File: config.mk
export PLATFORM = sky130hd
export DESIGN_NAME = imm_encoder
export DESIGN_NICKNAME = d
export VERILOG_FILES = /design/src/rtl/imm_pkg.sv /design/src/rtl/imm_field_pack.sv /design/src/rtl/imm_encoder.sv
export SDC_FILE = /design/constraint.sdc
export NUM_CORES = 1
export LEC_CHECK = 0
export CAP_MARGIN = 25
export CORE_MARGIN = 4
export CORE_UTILIZATION = 53
export DETAILED_ROUTE_END_ITERATION = 10
export PLACE_DENSITY = 0.91
export SETUP_SLACK_MARGIN = 0.15
export SYNTH_ARGS = -nofsm -noshare
export SYNTH_HDL_FRONTEND = slang
export SYNTH_SLANG_ARGS = --single-unit
File: constraint.sdc
create_clock -name clk -period 2.65 [get_ports clk]
set_input_delay 0.53 -clock clk [delete_from_list [all_inputs] [get_ports clk]]
set_output_delay 0.53 -clock clk [all_outputs]
set_load 0.05 [all_outputs]
File: src/rtl/imm_pkg.sv
// imm_pkg: shared formats, NOP encoding, immediate range bounds and the range/alignment check
package imm_pkg;
  localparam logic [2:0] FMT_I = 3'd0;
  localparam logic [2:0] FMT_S = 3'd1;
  localparam logic [2:0] FMT_B = 3'd2;
  localparam logic [2:0] FMT_U = 3'd3;
  localparam logic [2:0] FMT_J = 3'd4;
  localparam logic [2:0] FMT_R = 3'd5;
  localparam logic [31:0] NOP_INST = 32'h0000_0013;
  localparam int IS_MIN = -2048;
  localparam int IS_MAX = 2047;
  localparam int B_MIN = -4096;
  localparam int B_MAX = 4094;
  localparam int J_MIN = -1048576;
  localparam int J_MAX = 1048574;
  function automatic logic imm_err(input logic [2:0] fmt, input logic [31:0] imm);
    int s;
    s = $signed(imm);
    return (fmt == FMT_I || fmt == FMT_S) ? (s < IS_MIN || s > IS_MAX) :
           fmt == FMT_B ? (imm[0] || s < B_MIN || s > B_MAX) :
           fmt == FMT_U ? |imm[11:0] :
           fmt == FMT_J ? (imm[0] || s < J_MIN || s > J_MAX) :
           fmt != FMT_R;
  endfunction
endpackage

File: src/rtl/imm_field_pack.sv
// imm_field_pack: combinational scatter of immediate and register fields into a RISC-V word
module imm_field_pack
  import imm_pkg::*;
(
  input  logic [2:0]  fmt,
  input  logic [31:0] imm,
  input  logic [4:0]  rd,
  input  logic [4:0]  rs1,
  input  logic [4:0]  rs2,
  input  logic [2:0]  funct3,
  input  logic [6:0]  funct7,
  input  logic [6:0]  opcode,
  output logic [31:0] inst
);
  always_comb begin
    inst = fmt == FMT_I ? {imm[11:0], rs1, funct3, rd, opcode} :
           fmt == FMT_S ? {imm[11:5], rs2, rs1, funct3, imm[4:0], opcode} :
           fmt == FMT_B ? {imm[12], imm[10:5], rs2, rs1, funct3, imm[4:1], imm[11], opcode} :
           fmt == FMT_U ? {imm[31:12], rd, opcode} :
           fmt == FMT_J ? {imm[20], imm[10:1], imm[11], imm[19:12], rd, opcode} :
           fmt == FMT_R ? {funct7, rs2, rs1, funct3, rd, opcode} :
           NOP_INST;
  end
endmodule

File: src/rtl/imm_encoder.sv
// imm_encoder: two-stage check/pack RISC-V encoder with valid/ready handshakes and saturating error count
module imm_encoder
  import imm_pkg::*;
#(
  parameter int CNT_W = 8
) (
  input  logic             clk,
  input  logic             rst,
  input  logic             in_valid,
  output logic             in_ready,
  input  logic [2:0]       in_fmt,
  input  logic [31:0]      in_imm,
  input  logic [4:0]       in_rd,
  input  logic [4:0]       in_rs1,
  input  logic [4:0]       in_rs2,
  input  logic [2:0]       in_funct3,
  input  logic [6:0]       in_funct7,
  input  logic [6:0]       in_opcode,
  output logic             out_valid,
  input  logic             out_ready,
  output logic [31:0]      out_inst,
  output logic             out_err,
  output logic [CNT_W-1:0] err_cnt
);
  logic s1_valid, s1_err, s1_adv, s2_adv;
  logic [2:0] s1_fmt, s1_f3;
  logic [31:0] s1_imm, packed_inst;
  logic [4:0] s1_rd, s1_rs1, s1_rs2;
  logic [6:0] s1_f7, s1_op;
  assign s2_adv = !out_valid || out_ready;
  assign s1_adv = !s1_valid || s2_adv;
  assign in_ready = s1_adv && !rst;
  imm_field_pack u_pack (
    .fmt(s1_fmt), .imm(s1_imm), .rd(s1_rd), .rs1(s1_rs1), .rs2(s1_rs2),
    .funct3(s1_f3), .funct7(s1_f7), .opcode(s1_op), .inst(packed_inst)
  );
  always_ff @(posedge clk) begin
    if (rst) begin
      s1_valid <= 1'b0;
      s1_err <= 1'b0;
      s1_fmt <= '0;
      s1_imm <= '0;
      s1_rd <= '0;
      s1_rs1 <= '0;
      s1_rs2 <= '0;
      s1_f3 <= '0;
      s1_f7 <= '0;
      s1_op <= '0;
      out_valid <= 1'b0;
      out_inst <= '0;
      out_err <= 1'b0;
      err_cnt <= '0;
    end else begin
      if (s1_adv) begin
        s1_valid <= in_valid;
        s1_err <= imm_err(in_fmt, in_imm);
        s1_fmt <= in_fmt;
        s1_imm <= in_imm;
        s1_rd <= in_rd;
        s1_rs1 <= in_rs1;
        s1_rs2 <= in_rs2;
        s1_f3 <= in_funct3;
        s1_f7 <= in_funct7;
        s1_op <= in_opcode;
      end
      if (s2_adv) begin
        out_valid <= s1_valid;
        out_inst <= s1_err ? NOP_INST : packed_inst;
        out_err <= s1_err;
      end
      if (out_valid && out_ready && out_err && err_cnt != '1)
        err_cnt <= err_cnt + CNT_W'(1);
    end
  end
endmodule

==> out/results.txt <==
CTS tree: built
R2R Path Start: s1_fmt[1]
HP Class: register to register
# H-tree levels: 3
Final setup fails: 0
Leakage: 2.315 nW
Delay-heaviest family, CP: buffers and inverters
Vias/cell: 5.859
Syn Inst Count: 611
CP Buf/Inv Count: 2
Type of the worst setup path: primary input to primary output
FF-to-FF path depth: 6
Mapped Nets: 683
RSZ-0062 raised after global routing: false
GRT overflow: 0
Total Nets Final: 774
Grt met2 use: 43.10%
Critical Path Start: out_ready
IO buf count: 113
Post-CTS Setup Bufs: 0
Final Skew: 0.01094 ns
Initial Util: 54.25%
Pre-CTS WS: 0.2594 ns
HP Start: out_inst[26]
Drt wl/cell: 16.97 um
Post-Syn Area: 4731 um^2
Die area: 10,500 um^2
Layer with the highest usage: met2
Synthesized flop and latch total: 111
Crit path max-delay cell type: clkdlybuf4s50_1
Hpwl dp: 10,100 um
Slew Limit Fails: 0
Peak VDD IR: 0.3618 mV
Final Cycle Share: 86.04%
Drt initial violations: 418
Met1 usage: 34.79%
Clk_lat worst skew: 0.36 ns
DRT Pass-1 Iters: 5
Final Hold Violating Endpoints: 0
Reg clk slew, reported paths: 0.11 ns
Routability cong.: 0.9008
GRT Util Overall: 26.28%
Required @ worst endpoint: 2.12 ns
Setup TNS: 0 ns
Residual DRC: 0
Clock Root Buffer: clkbuf_8
Worst path cell trace: clkdlybuf4s50_1 -> nor2b_2 -> and2_2 -> nor2_1 -> buf_4
Io pins: 114
Post-synth cell types: 43
Antenna Nets Post-Route: 0
Seq/Total Area, Yosys: 46.97%
Synth Area in Adders: 0.2645%
XOR/XNOR share of the synthesized area: 1.481%
Inserted Clock Buffers: 9
First-pass GRT wire length: 21,940 um
Highest clock rate: 438.6 MHz
Crit end category: primary output
Worst Hold Depth: 2
Synth Area per Inst: 7.743 um^2
Critical Path AT: 1.75 ns
CTS max path bufs: 2
Worst-case headroom to the max-slew limit: 39.25%
Status: complete, no violations
Via Count: 4,769
Multiplexer area fraction after synthesis: 1.270%
Worst-Margin Slew: 0.9078 ns
Final WL: 13,810 um
Worst setup SP type: primary input
Synthesis-to-layout area growth: 28.80%
Initial antenna violation count: 0
Delay of the slowest critical-path stage: 0.58 ns
Synth Area in Compound Gates: 20.76%
Row cnt: 34
Most common cell after layout, fill and taps aside: nand2_1
Setup ws final: 0.3700 ns
Die X: 102.5 um
Ratio of cells with drive above 1 in the final layout: 4.674%
Core ar.: 8721 um^2
# Max-Cap Violations: 0
PwrDens: 563.0 nW/um^2
Die Ht: 102.5 um
Yosys warning count: 0
Synth Area in Simple Gates: 24.60%
Antenna fix cells: 0
Largest net degree at the start of global routing: 83
Critical-path maximum fanout: 4
Largest family of logic cells by synthesized area: simple AND/OR/NAND/NOR gates
Final min period: 2.280 ns
Most frequent cells in the layout: nand2_1, dfxtp_1, clkdlybuf4s50_1, a21oi_1, nor2_1
Vias in the first global route: 4,517
CP Depth: 5
Post-CTS Hold Buffers: 0
Post-Route Utilization: 69.87%
Cts repair resizes: 0
# clock sinks: 111
GR met3 Demand/Resource: 4.164%
[cell families (layout without fill, tap and decap cells)]
family          after synthesis  after routing
simple gates                273            273
compound gates              162            162
flops                       111            111
buf+inv                      50            145
xor+xnor                      8              8
mux                           6              6
fa+ha+maj                     1              1
[state kept, by name, summed over array words and instances (netlist names), 5 cells and up]
name,flops
out_inst,32
s1_imm,32
err_cnt,8
s1_f7,7
s1_op,7
s1_rd,5
s1_rs1,5
s1_rs2,5
[synthesized netlist by cell type (all sizes together)]
cell type    n  area, um^2
or4          4       30.03
nor2        60       225.2
mux2i        6       60.06
inv          4       15.01
o211ai       1       7.510
or2          1       6.260
o21ai       13       65.06
dfxtp      111        2222
o2111ai      7       67.56
buf         18       100.1
or3          3       18.77
a22o         1       8.760
nor4         7       43.79
a22oi       27       202.7
nand4        6       37.54
nor2b       16       100.1
nand2b       2       12.51
a32oi        2       17.52
nor3        11       55.05
a21oi       90       450.4
o22ai        8       50.05
a211o        1       8.760
xnor2        6       52.55
o221ai       2       17.52
and3         1       6.260
ha           1       12.51
a31oi        1       6.260
nand3        4       20.02
and2         3       18.77
a311oi       1       8.760
o21a         1       7.510
o2bb2ai      4       35.03
nand3b       2       15.01
clkbuf      28       105.1
o32ai        1       8.760
nand2      153       574.3
a32o         2       20.02
xor2         2       17.52
[per-layer routing]
| metal | vias to the layer above | wire length, um |
|---|---|---|
| li1 | 2276 | - |
| met2 | 259 | 6738 |
| met1 | 2196 | 5497 |
| met4 | 0 | 391 |
| met3 | 38 | 1185 |
| met5 | - | 0 |
[stage by stage]
| step | cell area [um^2] | cells | hold WS, ns | power (W) |
|---|---|---|---|---|
| 2_1_floorplan | 4731 | 611 | 0.4312 | 0.002181 |
| 3_3_place_gp | 5901 | 799 | 0.4382 | 0.002423 |
| 3_5_place_dp | 5901 | 799 | 0.4465 | 0.002443 |
| 4_1_cts | 6093 | 814 | 0.4638 | 0.003431 |
| 5_1_grt | 6093 | 814 | 0.4818 | 0.003551 |
| 6_report | 6093 | 814 | 0.4612 | 0.003430 |
[final timing paths]
kind,endpoint,slack (ns)
min,out_inst[26],0.46
max reg2reg,out_inst[13],0.54
min reg2reg,out_inst[26],0.46
max,in_ready,0.37
[report_power, final]
group	internal, W	total, W	switching [W]
clock	0.000440	0.00101	0.000575
combinational	0.000251	0.000577	0.000326
sequential	0.00176	0.00184	0.0000807
[tightest hold or removal path: stages, from the launching register on]
cell     delay, ns
dfxtp_1       0.33
nand2_1       0.05
a21oi_1       0.05
[layout make-up]
type | count | area [um^2]
clock buffers | 9 | 123.9
fillers | 700 | 2628
clock inverters | 6 | 68.82
repair buffers | 126 | 1236
well taps | 108 | 135.1
flip-flops and latches | 111 | 2222
multi-input cells | 450 | 2292
inverters | 4 | 15.01
Power figures use the tool's default switching activity.
